### src/rtl/prog_seq_detector_if.sv
// Bundle of serial data, config and status signals for prog_seq_detector.
// master drives din/config/cnt_clr; slave (the detector) drives dout/match_count/cfg_err.
interface prog_seq_detector_if #(
    parameter int MAX_LEN = 8,
    parameter int CNT_W   = 8
);
    localparam int LEN_W = $clog2(MAX_LEN + 1);

    logic               din;
    logic               din_valid;
    logic               cfg_load;
    logic [MAX_LEN-1:0] cfg_pattern;
    logic [LEN_W-1:0]   cfg_len;
    logic               cfg_overlap;
    logic               cnt_clr;
    logic               dout;
    logic [CNT_W-1:0]   match_count;
    logic               cfg_err;

    modport master (
        output din, din_valid, cfg_load, cfg_pattern,
        output cfg_len, cfg_overlap, cnt_clr,
        input  dout, match_count, cfg_err
    );

    modport slave (
        input  din, din_valid, cfg_load, cfg_pattern,
        input  cfg_len, cfg_overlap, cnt_clr,
        output dout, match_count, cfg_err
    );
endinterface

### src/rtl/prog_seq_detector.sv
// Programmable serial pattern detector (1..MAX_LEN bits, overlap selectable).
// Ports: clk, reset (async high), bus (slave): din/valid in, cfg_* in, dout/match_count/cfg_err out.
module prog_seq_detector #(
    parameter int                 MAX_LEN     = 8,
    parameter int                 CNT_W       = 8,
    parameter logic [MAX_LEN-1:0] RST_PATTERN = MAX_LEN'('b1010),
    parameter int                 RST_LEN     = 4,
    parameter bit                 RST_OVERLAP = 1'b1
) (
    input  logic               clk,
    input  logic               reset,
    prog_seq_detector_if.slave bus
);
    localparam int               LEN_W   = $clog2(MAX_LEN + 1);
    localparam logic [LEN_W-1:0] LEN_MAX = LEN_W'(MAX_LEN);

    logic [MAX_LEN-1:0] pattern_q, pattern_d;
    logic [LEN_W-1:0]   len_q, len_d;
    logic               overlap_q, overlap_d;
    logic               err_q, err_d;
    logic [MAX_LEN-1:0] hist_q, hist_d;
    logic [LEN_W-1:0]   fill_q, fill_d;
    logic               dout_q, dout_d;
    logic [CNT_W-1:0]   cnt_q, cnt_d;

    logic [LEN_W-1:0]   fill_inc;
    logic [MAX_LEN-1:0] mask;
    logic               hit;

    always_comb begin
        pattern_d = pattern_q;
        len_d     = len_q;
        overlap_d = overlap_q;
        err_d     = err_q;
        hist_d    = hist_q;
        fill_d    = fill_q;
        dout_d    = 1'b0;
        cnt_d     = cnt_q;
        fill_inc  = fill_q;
        hit       = 1'b0;

        // Only the low len bits of pattern/history take part in a compare.
        for (int i = 0; i < MAX_LEN; i++) begin
            mask[i] = (LEN_W'(i) < len_q);
        end

        if (bus.cfg_load) begin
            pattern_d = bus.cfg_pattern;
            len_d     = bus.cfg_len;
            overlap_d = bus.cfg_overlap;
            err_d     = (bus.cfg_len == '0) || (bus.cfg_len > LEN_MAX);
            fill_d    = '0;
        end else if (bus.din_valid) begin
            hist_d   = {hist_q[MAX_LEN-2:0], bus.din};
            fill_inc = (fill_q == LEN_MAX) ? fill_q : fill_q + LEN_W'(1);
            hit      = !err_q && (fill_inc >= len_q) &&
                       (((hist_d ^ pattern_q) & mask) == '0);
            // Non-overlap: forget the bits already consumed by this match.
            fill_d   = (hit && !overlap_q) ? '0 : fill_inc;
            dout_d   = hit;
        end

        if (bus.cnt_clr) begin
            cnt_d = '0;
        end else if (hit && (cnt_q != '1)) begin
            cnt_d = cnt_q + CNT_W'(1);
        end
    end

    always_ff @(posedge clk or posedge reset) begin
        if (reset) begin
            pattern_q <= RST_PATTERN;
            len_q     <= LEN_W'(RST_LEN);
            overlap_q <= RST_OVERLAP;
            err_q     <= 1'b0;
            hist_q    <= '0;
            fill_q    <= '0;
            dout_q    <= 1'b0;
            cnt_q     <= '0;
        end else begin
            pattern_q <= pattern_d;
            len_q     <= len_d;
            overlap_q <= overlap_d;
            err_q     <= err_d;
            hist_q    <= hist_d;
            fill_q    <= fill_d;
            dout_q    <= dout_d;
            cnt_q     <= cnt_d;
        end
    end

    assign bus.dout        = dout_q;
    assign bus.match_count = cnt_q;
    assign bus.cfg_err     = err_q;
endmodule

### src/flat_wrapper.sv
// flat-port wrapper written by rule: the top's interface ports become plain ports
module prog_seq_detector_flat 
#(
    parameter int                 MAX_LEN     = 8,
    parameter int                 CNT_W       = 8,
    parameter logic [MAX_LEN-1:0] RST_PATTERN = MAX_LEN'('b1010),
    parameter int                 RST_LEN     = 4,
    parameter bit                 RST_OVERLAP = 1'b1
)
  (clk, reset, bus_din, bus_din_valid, bus_cfg_load, bus_cfg_pattern, bus_cfg_len, bus_cfg_overlap, bus_cnt_clr, bus_dout, bus_match_count, bus_cfg_err);
  prog_seq_detector_if #(.MAX_LEN(MAX_LEN), .CNT_W(CNT_W)) bus_i ();
  input  logic clk;
  input  logic reset;
  input wire logic [$bits(bus_i.din)-1:0] bus_din;
  input wire logic [$bits(bus_i.din_valid)-1:0] bus_din_valid;
  input wire logic [$bits(bus_i.cfg_load)-1:0] bus_cfg_load;
  input wire logic [$bits(bus_i.cfg_pattern)-1:0] bus_cfg_pattern;
  input wire logic [$bits(bus_i.cfg_len)-1:0] bus_cfg_len;
  input wire logic [$bits(bus_i.cfg_overlap)-1:0] bus_cfg_overlap;
  input wire logic [$bits(bus_i.cnt_clr)-1:0] bus_cnt_clr;
  output wire logic [$bits(bus_i.dout)-1:0] bus_dout;
  output wire logic [$bits(bus_i.match_count)-1:0] bus_match_count;
  output wire logic [$bits(bus_i.cfg_err)-1:0] bus_cfg_err;
  assign bus_i.din = bus_din;
  assign bus_i.din_valid = bus_din_valid;
  assign bus_i.cfg_load = bus_cfg_load;
  assign bus_i.cfg_pattern = bus_cfg_pattern;
  assign bus_i.cfg_len = bus_cfg_len;
  assign bus_i.cfg_overlap = bus_cfg_overlap;
  assign bus_i.cnt_clr = bus_cnt_clr;
  assign bus_dout = bus_i.dout;
  assign bus_match_count = bus_i.match_count;
  assign bus_cfg_err = bus_i.cfg_err;
  prog_seq_detector #(.MAX_LEN(MAX_LEN), .CNT_W(CNT_W), .RST_PATTERN(RST_PATTERN), .RST_LEN(RST_LEN), .RST_OVERLAP(RST_OVERLAP)) u_core (.clk(clk), .reset(reset), .bus(bus_i));
endmodule
### config.mk
export PLATFORM = sky130hd
export DESIGN_NAME = prog_seq_detector_flat
export DESIGN_NICKNAME = d
export VERILOG_FILES = /design/src/rtl/prog_seq_detector_if.sv /design/src/rtl/prog_seq_detector.sv /design/src/flat_wrapper.sv
export SDC_FILE = /design/constraint.sdc
export NUM_CORES = 1
export LEC_CHECK = 0
export CAP_MARGIN = 25
export CELL_PAD_IN_SITES_DETAIL_PLACEMENT = 1
export CELL_PAD_IN_SITES_GLOBAL_PLACEMENT = 1
export CORE_ASPECT_RATIO = 0.9
export CORE_MARGIN = 4
export CORE_UTILIZATION = 44
export DETAILED_ROUTE_END_ITERATION = 8
export PLACE_DENSITY = 0.87
export REMOVE_ABC_BUFFERS = 1
export SETUP_SLACK_MARGIN = 0.3
export SYNTH_ARGS = -nofsm -noshare
export SYNTH_HDL_FRONTEND = slang
export SYNTH_SLANG_ARGS = --single-unit
### constraint.sdc
create_clock -name clk -period 5.8 [get_ports clk]
set_clock_uncertainty 0.15 [all_clocks]
set_input_delay 1.16 -clock clk [delete_from_list [all_inputs] [get_ports clk]]
set_output_delay 1.16 -clock clk [all_outputs]
set_load 0.05 [all_outputs]
==> flow_summary.yaml, run 1 <==
clocking:
  clock_tree.buffer_depth: 2
  clkTransAtPathRegs_ns: 0.07
  cts_hold_buf: 0
  cts_setup_buffers: 0
  htreeDepth: 2
  root_buffer: "clkbuf_8"
  cts_tree: "built"
  cts_resized: 0
  cts_buffers: 5
  insertion_delay_ns: 0.29
  cts.sinks: 34
timing:
  finalCritPeriodShare_pct: 65.6
  fmax_mhz: 263
  finalSetupTns_ns: 0
  period_minus_slack_ns: 3.80
  rsz0062_at_grt: "no"
  worstMarginPinSlew_ns: 0.869
  relSlewSlack_pct: 41.9
  hold_viol: 0
  drv_slew: 0
  fin_ws_ns: 2.00
  setup_violations: 0
synthesis:
  synth_edf_count: 0
  synth_area_sq_mm: 0.00176
  yosys.area.top_type: "dfrtp_1"
  synth_top_area_share_pct: 42.6
  ys_async_sr_fraction_pct: 100
  synth.most_common_cell: "dfrtp_1"
  synth_ff_type: "dfrtp_1"
  ys_seq_area_share_pct: 48.6
  ys_seq_elements: 34
  ys_types: 30
  ys_top_cells_by_count: "dfrtp_1, a21oi_1, mux2_2"
  synth_area_leaders: "dfrtp_1, mux2_2, dfstp_2, ha_1, a21oi_1"
  synth_warnings: 0
  avgSynthCellArea_sq_um: 10.5
  synth_cells: 168
routing:
  top_layer_used: "met4"
  wl_met3_microns: 190
  drc: 0
  routed-wl-met2_microns: 2020
  via_count: 1375
  ant_nets: 0
  drtPass1Iterations: 4
  post_drt_wl_per_cell_microns: 17.1
  met1_length_microns: 1870
  drt_iter0_drc: 53
  viasPerCell: 5.68
  wl_microns: 4140
grt:
  grt_pass1_vias: 1461
  grt_pass1_wl_microns: 7020
  grt-ovfl-total: 0
  antenna_found_initial: 0
  grt_use_total_pct: 18.6
  grt_max_degree: 29
worst_setup_path:
  critPathKind: "in2reg"
  ff2ff_setup_slack_ns: 2.38
  path_max_fanout: 20
  end_kind: "flop"
  reg2regPathDepth: 12
  arrival_ns: 3.83
  reg2reg_from: "u_core.fill_q[0]"
  r2r-end: "u_core.bus.match_count[6]"
  endpoint: "u_core.bus.match_count[6]"
  start_kind: "primary input"
  required_ns: 5.83
  startpoint: "bus_din"
power:
  power_uw: 585
  vdd_drop_max_mv: 0.205
  leakage_uw: 0.000864
  powerDensity_mw_per_mm2: 270
final_layout:
  drive_above_1_share_pct: 13.8
  num_antenna_cells: 0
  final_nets: 221
  fill_cells: 415
  area.growth.synth_to_final_pct: 22.7
placed_design:
  dpl.hpwl_microns: 3010
  portBuffers: 28
  place_congestion: 0.802
  pre_cts_slack_ns: 1.65
floorplan:
  initial_core_util_pct: 46.6
  core_area_sq_mm: 0.00378
  ios: 29
  dieArea_sq_mm: 0.00508
  rows: 21
  die-width_microns: 74.7
  fp.dieH_microns: 68.0
run_status:
  status: "complete, no violations"
min_path:
  hold_class: "reg2reg"
flow_run:
  maxCapViolations: 0
-- worst max-delay path: stages --
cell             delay [ns]
clkdlybuf4s50_1        0.45
xor2_1                 0.17
a2111o_1               0.41
o21ai_1                0.08
nand4_1                0.57
or4_1                  0.71
a221oi_1               0.28
-- registers in the layout (all words and copies together), names as in the netlist --
signal	cells
u_core.len_q	4
u_core.fill_q	4
u_core.bus.dout	1
u_core.overlap_q	1
u_core.hist_q	7
u_core.pattern_q	8
u_core.bus.cfg_err	1
u_core.bus.match_count	8
-- area by class of cell --
type | instances | area, sq um | share of cell area (%)
clock buffers | 8 | 90.1 | 4.17
inverters | 11 | 41.3 | 1.91
multi-input cells | 114 | 830 | 38.4
flip-flops and latches | 34 | 856 | 39.6
well taps | 46 | 57.6 | 2.66
repair buffers | 29 | 288 | 13.3
-- power breakdown --
part | switching, uW | total (uW) | internal (uW)
sequential | 27.7 | 296 | 269
combinational | 47.4 | 107 | 59.4
clock | 84.7 | 182 | 96.8
total | 160 | 585 | 425
-- per-layer routing --
metal | global-route usage (%) | vias to the layer above
met4 | 6.00 | 0
li1 | - | 653
met3 | 6.31 | 8
met5 | 0 | -
met2 | 29.8 | 27
met1 | 23.6 | 687
-- kinds of logic (layout without fill, tap and decap cells) --
group | after synthesis | in the layout | synth area share [%]
AO/OA/AOI/OAI | 41 | 41 | 14.3
XOR/XNOR | 11 | 11 | 5.47
AND/OR/NAND/NOR | 38 | 38 | 11.6
buffers and inverters | 20 | 48 | 4.33
multiplexers | 17 | 17 | 10.8
adder cells (fa/ha/maj) | 7 | 7 | 4.97
flip-flops | 34 | 34 | 48.6
-- worst min path at each step --
stage	start	to	slack [ns]	cells past startpoint
floorplan	u_core.hist_q[6]	u_core.hist_q[6]	0.35	1
global placement	u_core.hist_q[6]	u_core.hist_q[6]	0.36	1
detailed placement	u_core.pattern_q[7]	u_core.pattern_q[7]	0.37	1
CTS	u_core.pattern_q[7]	u_core.pattern_q[7]	0.39	1
global route	u_core.pattern_q[7]	u_core.pattern_q[7]	0.42	1
finish	u_core.pattern_q[7]	u_core.pattern_q[7]	0.39	1
-- layout by cell type, fill, tap and decap left out --
master	instances
dfrtp_1	30
clkdlybuf4s50_1	28
mux2_2	16
a21oi_1	16
inv_1	11
o21ai_0	8
nand2_1	8
nand2b_1	7
xnor2_1	7
ha_1	7
or4_1	6
clkbuf_8	6
nor2_1	5
o211ai_1	5
o31ai_1	5
nand3_1	5
xor2_1	4
dfstp_2	4
a221oi_1	2
nand4_1	2
or3_1	2
nor3_1	2
clkbuf_1	2
a2111o_1	1
o21ai_1	1
a31oi_1	1
o32ai_1	1
mux2i_1	1
a21o_1	1
and3_1	1
buf_4	1
-- per-stage QoR --
step / hold WS, ns / util (%) / instance area, sq um / std cells
5_1_grt: 0.417 / 57.1 / 2160 / 242
4_1_cts: 0.389 / 57.1 / 2160 / 242
2_1_floorplan: 0.350 / - / 1730 / 159
6_report: 0.391 / 57.1 / 2160 / 242
3_3_place_gp: 0.364 / 54.8 / 2070 / 234
3_5_place_dp: 0.372 / 54.8 / 2070 / 234
Power figures use the tool's default switching activity.
==> run 2, diff against run 1 <==
Settings changed: CORE_UTILIZATION 44 to 41, PLACE_DENSITY 0.87 to 0.82.
Clock period 5.8 ns to 3.8 ns, I/O delays scaled along.
==> run 2 against run 1 <==
Die area rose by 6.5%. Final area is 0.29% higher. Final cell count up 1.2%. Total power up 50%. Combinational power rose by 56%. Global-route usage is 0.39 points lower. Critical path type is now reg2reg. Critical endpoint is now u_core.bus.match_count[4]. Highest routed layer unchanged.
==> flow_summary.yaml, run 2 (synthesis results as in run 1) <==
power:
  vdd_drop_max_mv: 0.196
  powerDensity_mw_per_mm2: 404
  clockPowerShare_pct: 29.2
  power_switching_uw: 252
  leakage_uw: 0.000871
  p_int_uw: 624
  seqPwrFrac_pct: 51.7
  switching_share_pct: 28.8
  p_comb_share_pct: 19.1
worst_setup_path:
  end_kind: "flop"
  required_ns: 3.86
  critPathKind: "reg2reg"
  startpoint: "u_core.fill_q[0]"
  r2r-end: "u_core.bus.match_count[4]"
  ff2ff_setup_slack_ns: 0.76
  start_kind: "flop"
  arrival_ns: 3.10
  path_max_fanout: 15
  reg2regPathDepth: 13
  reg2reg_from: "u_core.fill_q[0]"
grt:
  antenna_found_initial: 0
  grt_pass1_vias: 1543
  grt-ovfl-total: 0
  grt_max_degree: 35
  grt_use_total_pct: 18.2
  grt_pass1_wl_microns: 7770
floorplan:
  die-width_microns: 77.1
  rows: 22
  core_area_sq_mm: 0.00410
  initial_core_util_pct: 43.0
  fp.dieH_microns: 70.2
  dieArea_sq_mm: 0.00541
  ios: 29
final_layout:
  final_area_sq_mm: 0.00217
  fill_cells: 454
  drive_above_1_share_pct: 15.2
  area.growth.synth_to_final_pct: 23.1
  num_antenna_cells: 0
  final_common_cell: "dfrtp_1"
  final_cell_mix: "dfrtp_1, clkdlybuf4s50_1, mux2_2, a21oi_1, inv_1"
  final_nets: 223
  postLayoutCoreUtil_pct: 52.9
timing:
  finalSetupTns_ns: 0
  worstMarginPinSlew_ns: 0.506
  finalCritPeriodShare_pct: 80.1
  setup_violations: 0
  holdWs_ns: 0.386
  relSlewSlack_pct: 66.1
  fmax_mhz: 329
  hold_viol: 0
  drv_slew: 0
  period_minus_slack_ns: 3.04
  rsz0062_at_grt: "no"
routing:
  viasPerCell: 5.68
  met1_length_microns: 2030
  drt_iter0_drc: 61
  drtPass1Iterations: 4
  via_count: 1391
  wl_microns: 4500
  top_layer_used: "met4"
  drc: 0
  post_drt_wl_per_cell_microns: 18.4
  routed-wl-met2_microns: 2250
  ant_nets: 0
  wl_met3_microns: 169
clocking:
  clkTransAtPathRegs_ns: 0.07
  cts_hold_buf: 0
  cts_buffers: 5
  root_buffer: "clkbuf_8"
  cts_resized: 0
  cts_tree: "built"
  clock_tree.buffer_depth: 2
  cts.sinks: 34
  cts_setup_buffers: 0
  insertion_delay_ns: 0.29
  htreeDepth: 2
min_path:
  min_from: "u_core.pattern_q[0]"
  hold_path_end: "u_core.pattern_q[0]"
  hold_class: "reg2reg"
  holdPathStages: 1
flow_run:
  maxCapViolations: 0
placed_design:
  dpl.hpwl_microns: 3170
  place_area_sq_mm: 0.00209
  place_congestion: 0.828
  portBuffers: 28
run_status:
  status: "complete, no violations"
run 2: cell count changes in the layout (fill, tap and decap cells not counted), sizes merged:
cell    previous run  this run
clkbuf             8         5
clkinv             0         2
buf                1         3
run 2: power groups by stage:
| stage | Sequential [uW] | Clock (uW) | Combinational (uW) |
|---|---|---|---|
| 3_3_place_gp | 454 | 0 | 159 |
| 4_1_cts | 453 | 264 | 168 |
| 3_5_place_dp | 459 | 0 | 166 |
| 6_report | 453 | 256 | 167 |
| 2_1_floorplan | 450 | 0 | 108 |
| 5_1_grt | 460 | 278 | 187 |
run 2: how the worst max path moves through the flow:
| stage | end | cells after the start | slack [ns] |
|---|---|---|---|
| 3_3_place_gp | u_core.bus.match_count[3] | 8 | 0.61 |
| 3_5_place_dp | u_core.bus.match_count[3] | 8 | 0.46 |
| 2_1_floorplan | u_core.bus.match_count[6] | 12 | 0.91 |
| 4_1_cts | u_core.bus.match_count[4] | 13 | 0.73 |
| 6_report | u_core.bus.match_count[4] | 13 | 0.76 |
| 5_1_grt | u_core.bus.match_count[3] | 13 | 0.54 |
run 2: cell type report:
| class | instances | area, sq um | area share [%] |
|---|---|---|---|
| flip-flops and latches | 34 | 856 | 39.5 |
| multi-input cells | 114 | 830 | 38.3 |
| repair buffers | 31 | 303 | 14.0 |
| clock buffers | 5 | 68.8 | 3.17 |
| well taps | 48 | 60.1 | 2.77 |
| inverters | 11 | 41.3 | 1.90 |
| clock inverters | 2 | 10.0 | 0.462 |
run 2: through the flow:
step | power (uW) | setup slack (ns) | cells
after global routing | 924 | 0.544 | 245
after CTS | 885 | 0.728 | 245
final | 877 | 0.756 | 245
after floorplan | 558 | 0.911 | 159
after detailed placement | 625 | 0.464 | 238
after global placement | 613 | 0.614 | 238
run 2: per-layer routing:
metal,track usage [%],vias up
met4,4.74,0
met1,23.1,700
met3,5.28,5
met2,30.4,30
li1,-,656
met5,0,-
run 2: critical path: stages, from the launching register on:
cell and delay (ns):
dfrtp_1 0.39, inv_1 0.08, ha_1 0.20, nand2_1 0.08, nor2_1 0.05, xnor2_1 0.15
ha_1 0.27, nand2b_1 0.09, a21oi_1 0.06, o21ai_0 0.17, nand4_1 0.28, buf_4 0.29
or4_1 0.54, a21oi_1 0.16
==> run 3, diff against run 2 <==
Settings changed: CORE_UTILIZATION 41 to 37, PLACE_DENSITY 0.82 to 0.78.
Clock period 3.8 ns to 2.7 ns, I/O delays scaled along.
==> run 3 against run 2 <==
Clock power rose by 56%. Final cell count rose by 13%. Total power rose by 51%. Sequential power rose by 42%. The run now ends with setup timing left. Critical endpoint is now u_core.bus.match_count[2]. Non-clock buffer count rose by 16. Largest power group unchanged. Wire length rose by 17%. Die area rose by 9.6%. Clock-buffer cell count rose by 1. Critical path type unchanged. Register-to-register slack got worse by 0.80 ns. Worst setup slack got worse by 0.80 ns. Utilization rose by 2.3 points.
==> flow_summary.yaml, run 3 (synthesis results as in run 1) <==
run_status:
  status: "finished with violations"
  violations: "setup timing"
flow_run:
  maxCapViolations: 0
worst_setup_path:
  required_ns: 2.77
  start_kind: "flop"
  end_kind: "flop"
  critPathKind: "reg2reg"
  critical-path-max-stage-delay_ns: 0.48
  crit_buf_inv: 2
  cpLargestDelayFamily: "simple AND/OR/NAND/NOR gates"
  path_max_fanout: 5
  arrival_ns: 2.81
  cp_slowest_cell: "or4_4"
  path_cells: "inv_2, ha_4, nand2_4, nor2_4, xnor2_2, ha_1, nand2b_4, a21oi_4, o21ai_2, nand4_1, buf_6, or4_4, a21oi_2"
routing:
  drt_iter0_drc: 95
  wl_microns: 5250
  drtPass1Iterations: 4
  viasPerCell: 5.39
  ant_nets: 0
  via_count: 1487
  post_drt_wl_per_cell_microns: 19.0
  drc: 0
grt:
  grt_use_total_pct: 18.9
  grt_pass1_vias: 1713
  grt-ovfl-total: 0
  grt_max_degree: 35
  grt_pass1_wl_microns: 8390
  antenna_found_initial: 0
timing:
  rsz0062_at_grt: "yes"
  worstMarginPinSlew_ns: 0.558
  relSlewSlack_pct: 62.8
  finalSetupTns_ns: -0.124
  hold_viol: 0
  drv_slew: 0
  finalCritPeriodShare_pct: 102
  setup_violations: 4
  fmax_mhz: 364
  fin_ws_ns: -0.0446
  period_minus_slack_ns: 2.74
  holdWs_ns: 0.392
floorplan:
  initial_core_util_pct: 39.0
  die-width_microns: 80.7
  dieArea_sq_mm: 0.00593
  rows: 23
  fp.dieH_microns: 73.5
  ios: 29
  core_area_sq_mm: 0.00452
clocking:
  root_buffer: "clkbuf_8"
  cts_buffers: 5
  insertion_delay_ns: 0.29
  clkTransAtPathRegs_ns: 0.08
  htreeDepth: 2
  cts_tree: "built"
  cts.sinks: 34
  clock_tree.buffer_depth: 2
placed_design:
  pre_cts_slack_ns: -0.257
  place_congestion: 0.826
  portBuffers: 28
  place_area_sq_mm: 0.00217
  dpl.hpwl_microns: 3400
power:
  leakage_uw: 0.00101
  powerDensity_mw_per_mm2: 532
  power_uw: 1330
  vdd_drop_max_mv: 0.273
final_layout:
  final_area_sq_mm: 0.00249
  num_antenna_cells: 0
  drive_above_1_share_pct: 33.2
  final_cell_mix: "dfrtp_1, clkdlybuf4s50_1, mux2_2, buf_4, a21oi_1"
  fill_cells: 501
  area.growth.synth_to_final_pct: 41.5
  final_nets: 239
  final_common_cell: "dfrtp_1"
min_path:
  hold_class: "reg2reg"
[run 3: cell count changes in the layout (fill, tap and decap cells not counted), moves of 2 or more]
cell,delta
buf_4,+10
buf_6,+5
a21oi_1,-4
o31ai_1,-4
or4_1,-4
or4_4,+4
a21oi_2,+3
o31ai_4,+3
inv_1,-2
inv_2,+2
nor2_1,-2
nor2_4,+2
[run 3: layer usage]
metal	GRT usage [%]	part of all wire (%)	wire length [microns]
met1	21.5	39	2050
met2	34.7	55	2900
met3	5.39	4.5	238
met4	5.07	1.2	61
met5	0	0	0
[run 3: stage by stage]
| step | util [%] | std cells |
|---|---|---|
| after global routing | 55.2 | 276 |
| final | 55.2 | 276 |
| after CTS | 53.3 | 275 |
| after floorplan | - | 159 |
| after global placement | 48.1 | 261 |
| after detailed placement | 48.1 | 261 |
[run 3: timing repair]
item                       4_1_cts  5_1_grt
gates cloned                     1        0
pin swaps                       19        3
setup endpoints to repair       13       14
setup buffers                    5        1
hold buffers                     0        0
gates resized for setup         24       15
[run 3: where the power goes]
| group | switching [uW] | internal [uW] | total (uW) |
|---|---|---|---|
| clock | 195 | 205 | 400 |
| combinational | 132 | 154 | 286 |
| sequential | 65.4 | 577 | 642 |
| total | 392 | 936 | 1330 |
[run 3: area by class of cell]
type	count	area, sq um	share of cell area [%]
tap	62	77.6	3.11
clock buffer	6	82.6	3.31
inverter	11	41.3	1.66
sequential	34	856	34.3
timing repair buffer	47	442	17.7
multi-input combinational	114	982	39.4
clock inverter	2	12.5	0.502
[run 3: final timing paths]
kind                       cells after the start  slack [ns]                         to           startpoint
max in group asynchronous                      3        1.55           u_core.overlap_q                reset
min                                            1        0.39        u_core.pattern_q[0]  u_core.pattern_q[0]
max reg2reg                                   13       -0.04  u_core.bus.match_count[2]     u_core.fill_q[1]
max                                           13       -0.04  u_core.bus.match_count[2]     u_core.fill_q[1]
min reg2reg                                    1        0.39        u_core.pattern_q[0]  u_core.pattern_q[0]
min in group asynchronous                      3        0.50            u_core.len_q[1]                reset
[run 3: worst reg2reg max path: cells and delay by family, from the launching register on]
family,cells,cell delay (ns)
AND/OR/NAND/NOR,5,1.02
adder cells (fa/ha/maj),2,0.41
flip-flops,1,0.40
AO/OA/AOI/OAI,3,0.32
buffers and inverters,2,0.29
XOR/XNOR,1,0.09
